==> src/rtl/pc_pkg.sv <==
// Shared types and constants for the fetch-stage program counter unit.
package pc_pkg;

  typedef enum logic [2:0] {
    PC_SEQ,
    PC_RAS,
    PC_REDIRECT,
    PC_MRET,
    PC_TRAP
  } pc_sel_e;

  localparam logic [31:0] DEF_RESET_VECTOR = 32'h0000_0000;
  localparam logic [31:0] DEF_TRAP_VECTOR  = 32'h0000_0100;

  function automatic bit ialign_legal(input int ialign);
    return (ialign == 2) || (ialign == 4);
  endfunction

endpackage

==> src/rtl/pc_unit_ras.sv <==
// Circular return-address stack; a push while full silently replaces the oldest entry.
module return_addr_stack
  import pc_pkg::*;
#(
  parameter int RAS_DEPTH = 4,
  parameter int XLEN      = 32
) (
  input  logic            clk,
  input  logic            reset,
  input  logic            push,
  input  logic            pop,
  input  logic [XLEN-1:0] push_addr,
  output logic [XLEN-1:0] top,
  output logic            empty,
  output logic            full
);

  localparam int PW = $clog2(RAS_DEPTH);
  localparam int CW = PW + 1;

  logic [PW-1:0]   tp_q, tp_d;
  logic [CW-1:0]   cnt_q, cnt_d;
  logic [XLEN-1:0] mem_q [RAS_DEPTH];
  logic [XLEN-1:0] mem_d [RAS_DEPTH];
  logic            pop_ok;

  assign empty  = (cnt_q == '0);
  assign full   = (cnt_q == CW'(RAS_DEPTH));
  assign top    = mem_q[tp_q];
  assign pop_ok = pop && !empty;

  always_comb begin
    tp_d  = tp_q;
    cnt_d = cnt_q;
    mem_d = mem_q;
    if (push && pop_ok) begin
      // Return consumes the old top while the call refills the same slot.
      mem_d[tp_q] = push_addr;
    end else if (push) begin
      tp_d        = tp_q + PW'(1);
      mem_d[tp_d] = push_addr;
      if (!full) cnt_d = cnt_q + CW'(1);
    end else if (pop_ok) begin
      tp_d  = tp_q - PW'(1);
      cnt_d = cnt_q - CW'(1);
    end
  end

  always_ff @(posedge clk) begin
    if (reset) begin
      tp_q  <= '0;
      cnt_q <= '0;
    end else begin
      tp_q  <= tp_d;
      cnt_q <= cnt_d;
    end
  end

  always_ff @(posedge clk) begin
    mem_q <= mem_d;
  end

endmodule

==> src/rtl/pc_unit.sv <==
// Fetch-stage program counter: next-PC priority mux, trap EPC capture, flush/misaligned
// pulses and a return-address stack for predicted returns.
module pc_unit
  import pc_pkg::*;
#(
  parameter int              XLEN         = 32,
  parameter logic [XLEN-1:0] RESET_VECTOR = XLEN'(DEF_RESET_VECTOR),
  parameter logic [XLEN-1:0] TRAP_VECTOR  = XLEN'(DEF_TRAP_VECTOR),
  parameter int              IALIGN       = 4,
  parameter int              RAS_DEPTH    = 4
) (
  input  logic            clk,
  input  logic            reset,
  input  logic            stall,
  input  logic            redirect_valid,
  input  logic [XLEN-1:0] redirect_target,
  input  logic            trap,
  input  logic            mret,
  input  logic            ras_push,
  input  logic [XLEN-1:0] ras_push_addr,
  input  logic            ras_pop,
  output logic [XLEN-1:0] pc_out,
  output logic [XLEN-1:0] pc_plus,
  output logic            pc_valid,
  output logic            flush,
  output logic            misaligned,
  output logic [XLEN-1:0] epc,
  output logic            ras_empty,
  output logic            ras_full
);

  if (!ialign_legal(IALIGN)) begin : g_bad_ialign
    $error("pc_unit: IALIGN must be 2 or 4");
  end

  logic [XLEN-1:0] pc_q, pc_d;
  logic [XLEN-1:0] epc_q, epc_d;
  logic            flush_q, flush_d;
  logic            mis_q, mis_d;
  logic            valid_q, valid_d;
  logic [XLEN-1:0] ras_top;
  logic            ras_en, hold, redir_mis;
  pc_sel_e         sel;

  assign pc_plus   = pc_q + XLEN'(IALIGN);
  assign redir_mis = redirect_valid && ((redirect_target & XLEN'(IALIGN - 1)) != '0);

  always_comb begin
    sel     = PC_SEQ;
    hold    = 1'b0;
    ras_en  = 1'b0;
    epc_d   = epc_q;
    flush_d = 1'b0;
    mis_d   = 1'b0;
    valid_d = 1'b1;
    if (trap) begin
      sel     = PC_TRAP;
      epc_d   = pc_q;
      flush_d = 1'b1;
    end else if (redir_mis) begin
      sel     = PC_TRAP;
      epc_d   = pc_q;
      flush_d = 1'b1;
      mis_d   = 1'b1;
    end else if (mret) begin
      sel     = PC_MRET;
      flush_d = 1'b1;
    end else if (redirect_valid) begin
      sel     = PC_REDIRECT;
      flush_d = 1'b1;
    end else if (stall) begin
      hold = 1'b1;
    end else begin
      ras_en = 1'b1;
      if (ras_pop && !ras_empty) sel = PC_RAS;
    end

    case (sel)
      PC_TRAP:     pc_d = TRAP_VECTOR;
      PC_MRET:     pc_d = epc_q;
      PC_REDIRECT: pc_d = redirect_target;
      PC_RAS:      pc_d = ras_top;
      default:     pc_d = hold ? pc_q : pc_plus;
    endcase
  end

  always_ff @(posedge clk) begin
    if (reset) begin
      pc_q    <= RESET_VECTOR;
      epc_q   <= '0;
      flush_q <= 1'b0;
      mis_q   <= 1'b0;
      valid_q <= 1'b0;
    end else begin
      pc_q    <= pc_d;
      epc_q   <= epc_d;
      flush_q <= flush_d;
      mis_q   <= mis_d;
      valid_q <= valid_d;
    end
  end

  return_addr_stack #(.RAS_DEPTH(RAS_DEPTH), .XLEN(XLEN)) u_ras (
    .clk       (clk),
    .reset     (reset),
    .push      (ras_push && ras_en),
    .pop       (ras_pop && ras_en),
    .push_addr (ras_push_addr),
    .top       (ras_top),
    .empty     (ras_empty),
    .full      (ras_full)
  );

  assign pc_out     = pc_q;
  assign epc        = epc_q;
  assign flush      = flush_q;
  assign misaligned = mis_q;
  assign pc_valid   = valid_q;

endmodule

==> config.mk <==
export PLATFORM = sky130hd
export DESIGN_NAME = pc_unit
export DESIGN_NICKNAME = d
export VERILOG_FILES = /design/src/rtl/pc_pkg.sv /design/src/rtl/pc_unit_ras.sv /design/src/rtl/pc_unit.sv
export SDC_FILE = /design/constraint.sdc
export NUM_CORES = 1
export LEC_CHECK = 0
export CAP_MARGIN = 20
export CORE_ASPECT_RATIO = 0.8
export CORE_MARGIN = 2
export CORE_UTILIZATION = 55
export DETAILED_ROUTE_END_ITERATION = 7
export DONT_BUFFER_PORTS = 1
export MAX_ROUTING_LAYER = met4
export PLACE_DENSITY_LB_ADDON = 0.12
export SKIP_LAST_GASP = 1
export SYNTH_ARGS = -nofsm -noshare
export SYNTH_HDL_FRONTEND = slang
export SYNTH_SLANG_ARGS = --single-unit
==> constraint.sdc <==
create_clock -name clk -period 5.4 [get_ports clk]
set_input_delay 0.27 -clock clk [delete_from_list [all_inputs] [get_ports clk]]
set_output_delay 0.27 -clock clk [all_outputs]
set_load 0.1 [all_outputs]
Word-level counts from Yosys, hierarchy flattened
Cells that the tools add are included.

Multiplexer cells: 42. Add/sub/neg operators: 5. Order comparisons: 4. Equality and inequality tests: 7. Bitwise logic cells: 3. Reduce and logical (&&, ||, !) cells: 17.

Operator list (number): $bwmux W128 (2); $mux W128 (2); $mux W32 (7); $demux W32 S2 (2); $pmux W32 S4 (1); $bmux W32 S2 (1); $add A32 B3 Y32 const B (1); $reduce_bool A32 Y1 (1); $mux W1 (18); $mux W3 (5); $logic_and A1 B1 Y1 (8); $mux W2 (4); $eq A3 B2 Y1 const B (2); $eq A3 B3 Y1 const B (2); $ge A3 B3 Y1 const B (2); $lt A3 B1 Y1 const B (2); $not A2 Y3 (2); $reduce_bool A2 Y1 (3); $ne A5 B1 Y1 const B (1); $add A3 B1 Y3 const B (1); $eq A3 B1 Y1 const B (1); $logic_not A3 Y1 (1); $reduce_and A3 Y1 (1); $sub A3 B1 Y3 const B (1); 7 further kinds (7).

Output and inout bits: 101. Logic and storage cells: 89. Input port bits: 72. Register bits after elaboration: 200.

Logic depth before layout (Yosys ltp)
Word-level depth: 11. Depth in mapped cells: 10. Mapped depth without buffers: 8.

Cells and area by module
From an unflattened synthesis, not the netlist that was laid out.

Cell total of the unflattened synthesis: 865. Area total of the unflattened synthesis: 9804.4 um2.

By module, submodules not included: return_addr_stack (area each 5919.4 um2, cells an instance 361, instances 1, seq. area each 3943.8 um2); pc_unit (area each 3885.0 um2, cells an instance 504, instances 1, seq. area each 1341.3 um2).

Worst setup path after synthesis
No wires, ideal clock.

Path type: flip-flop to flip-flop. From: reg pc_q[2], in the netlist pc_out[2]. To: reg pc_q[22], in the netlist pc_out[22]. Arrival time: 3.905 ns. Clock period less this slack: 3.969 ns. Data required time: 5.336 ns. Buffers on the path: 1. Setup slack: 1.431 ns. Stages on the path, launching flop included: 8. Library setup time: 0.064 ns. Cells stage by stage: dfxtp_1 -> ha_1 -> buf_2 -> inv_1 -> nor4_2 -> nand3_1 -> xnor2_1 -> a21o_1.

Word-level cells in the longest chain between the ends: 3.

RTL lines: start: declaration (line pc_unit.sv:36) `logic [XLEN-1:0] pc_q, pc_d;`; start signal: assignment (line pc_unit.sv:95) `pc_q <= pc_d;`; $add A32 B3 Y32 (line pc_unit.sv:45) `assign pc_plus = pc_q + XLEN'(IALIGN);`; net pc_plus[22] (line pc_unit.sv:23) `output logic [XLEN-1:0] pc_plus,`; $mux W32 (line pc_unit.sv:83) `default: pc_d = hold ? pc_q : pc_plus;`; $pmux W32 S4 (line pc_unit.sv:78) `case (sel)`.

The timed path passes the listed nets, and every way through them passes these cells. The select of a mux whose other input is x is not followed. A chain may end at the register's enable or synchronous reset.

Worst setup path in the final report
From: reg pc_q[3], in the netlist pc_out[3]. To: out pc_plus[24].

Word-level cells in the longest chain between the ends: 1.

RTL lines (line): $add A32 B3 Y32 (pc_unit.sv:45); end: declaration (pc_unit.sv:23).

No other way between the ends.

==> out/results.tsv <==
metric	value	unit
drive_above_1_share	21.1	%
min_path_type	input port to flip-flop	
cts_tree	yes	
path_depth	5	
fp.dieW	153	um
slew_headroom	22.2	%
power.leakage	4.01	nW
startpoint	pc_out[3]	
synth_edf_count	128	
max_freq	270	MHz
critPathMaxFanout	9	
critPathTopFamily	simple AND/OR/NAND/NOR gates	
setup_viol	0	
root_buffer	clkbuf_16	
period_needed	3700	ps
design.die.area	18900	um^2
rsz0062_at_grt	no	
yosysTopAreaCell	edfxtp_1	
gp_congestion	0.929	
antennaDiodeCount	0	
via_count	6803	
ff_latch_area	5290	um^2
start_util	56.3	%
finalCritPeriodShare	68.5	%
grt_pass1_wl	38.9	mm
wire_per_inst	23.7	um
firstDrtPassIters	6	
cts_sinks	200	
h-tree-depth	4	
viasPerCell	6.25	
synthesis.area	9780	um^2
fillers	1342	
crit_chain	ha_1 > inv_1 > nor4_2 > a31oi_1 > or2_1	
grt_overflow	0	
synth_area_per_cell	11.8	um^2
drc	0	
clk_latency	430	ps
status	finished, final reports clean	
postRouteAntennaNets	0	
grt_pass1_vias	6724	
core	17400	um^2
ir_drop	0.219	mV
synth_ff_type	edfxtp_1	
row_count	43	
fin_setup_tns	0	ps
tightest_slew	1170	ps
synth_seq_cells	200	
drtIter0Drc	770	
synth.top_cells.by_area	edfxtp_1 (39%), dfxtp_1 (15%), nor2b_1 (8.3%)	
die_h	123	um
rr_endpoint	u_ras.mem_q[50]	
critical_path_class	flip-flop to output port	
hold_viol	0	
crit_slowest_cell	dfxtp_1	
ys_types	64	
finalCoreUtilization	64.0	%
syn-num-nets	911	
startpoint_type	flip-flop	
critPathMaxStageDelay	1050	ps
synth_top_area_share	39.3	%
port-buffer-count	0	
track_usage	28.3	%
slew_viol_final	0	
r2r_start	u_ras.cnt_q[0]	
antenna_found_initial	0	
cts_max_path_buffers	2	
cts_inserted_buffers	17	
dpl.hpwl	17.6	mm
crit_required	5130	ps
r2r_cells	8	
layout.nets	934	
area_delta_synth_final	13.7	%
grt_max_degree	61	
cts_resized	0	
syn_inst	829	
crit_buf_inv	1	
setup.reg_to_reg.worst_slack	1770	ps
routed_wl	25.8	mm
drv_cap	0	
yosys_warnings	0	
cts_setup_buffers	0	
power_density	285	nW/um^2
async_flop_share	0	%
ioPinCount	173	
path_clk_slew	70	ps
end_kind	output port	
final_cell_mix	nor2b_1 (128), edfxtp_1 (128), nand2_1 (104)	
crit_end	pc_plus[24]	
arrival	3430	ps
seq_area_frac_synth	54.0	%
multi_input_area	4300	um^2
hold_buffers	5	
fin_skew	8.02	ps
cell families after synthesis:
group           synth area share, %
compound gates                 10.1
xor+xnor                       2.40
fa+ha+maj                      1.36
buf+inv                        3.97
flops                          54.0
mux                            8.17
simple gates                   20.0
cell usage after synthesis, types with 7 or more instances:
master / number
nor2b_1: 129
ha_1: 9
o21ai_0: 9
clkbuf_1: 30
nand2_1: 104
a31oi_1: 15
nor4_2: 9
inv_1: 10
xor2_1: 10
xnor2_1: 15
nand4_1: 9
nor3_1: 8
a222oi_1: 16
and4_1: 7
o21ai_1: 8
mux4_2: 27
nor2_1: 27
buf_4: 8
and3_1: 7
buf_6: 7
edfxtp_1: 128
nand3_1: 8
buf_2: 14
dfxtp_1: 72
a21oi_1: 50
per-layer routing:
layer | global-route usage, % | wire length (um) | vias to the layer above
li1 | - | - | 3076
met1 | 37.4 | 11000 | 3385
met2 | 43.6 | 12100 | 310
met3 | 7.33 | 2190 | 32
met4 | 8.91 | 467 | 0
met5 | - | 0 | -
worst min path at each step:
stage / from / endpoint / cells past startpoint
floorplan: trap / misaligned / 1
global placement: reset / epc[24] / 1
detailed placement: reset / epc[22] / 1
CTS: redirect_valid / flush / 2
global route: ras_push_addr[6] / u_ras.mem_q[6] / 1
finish: redirect_valid / flush / 2
cell type report:
class,count,share of cell area [%]
clock buffer,19,3.89
clock inverter,12,1.27
inverter,11,0.394
multi-input combinational,556,38.7
sequential,200,47.6
tap,225,2.53
timing repair buffer,66,5.63
flip-flops by register name, indices dropped and copies added, names as in the netlist:
signal,count
u_ras.tp_q,2
pc_out,32
u_ras.mem_q,128
epc,32
flush,1
misaligned,1
u_ras.cnt_q,3
pc_valid,1
worst reg2reg max path: stages (launching register included):
cell and delay [ps]:
dfxtp_1 540, o31a_1 370, nand2_2 130, inv_4 290
ha_1 460, mux2i_2 110, buf_4 270, nor2_2 730
buf_4 410
where the power goes:
part           internal (mW)  switching (mW)  leakage, nW
sequential              1.63          0.0431         1.97
combinational         0.0721           0.161         1.76
clock                  0.691           0.578        0.281
total                   2.39           0.782         4.01
stage by stage:
stage	setup WS (ps)	area, um^2	power [mW]	hold slack (ps)	std cells
final	1700	11100	3.17	40.3	1089
after detailed placement	1750	10400	1.92	348	1052
after global routing	1520	11100	3.26	23.9	1089
after global placement	1930	10400	1.92	346	1050
after floorplan	1430	9780	1.88	349	829
after CTS	1670	11100	3.19	15.6	1088
Power figures use the tool's default switching activity.
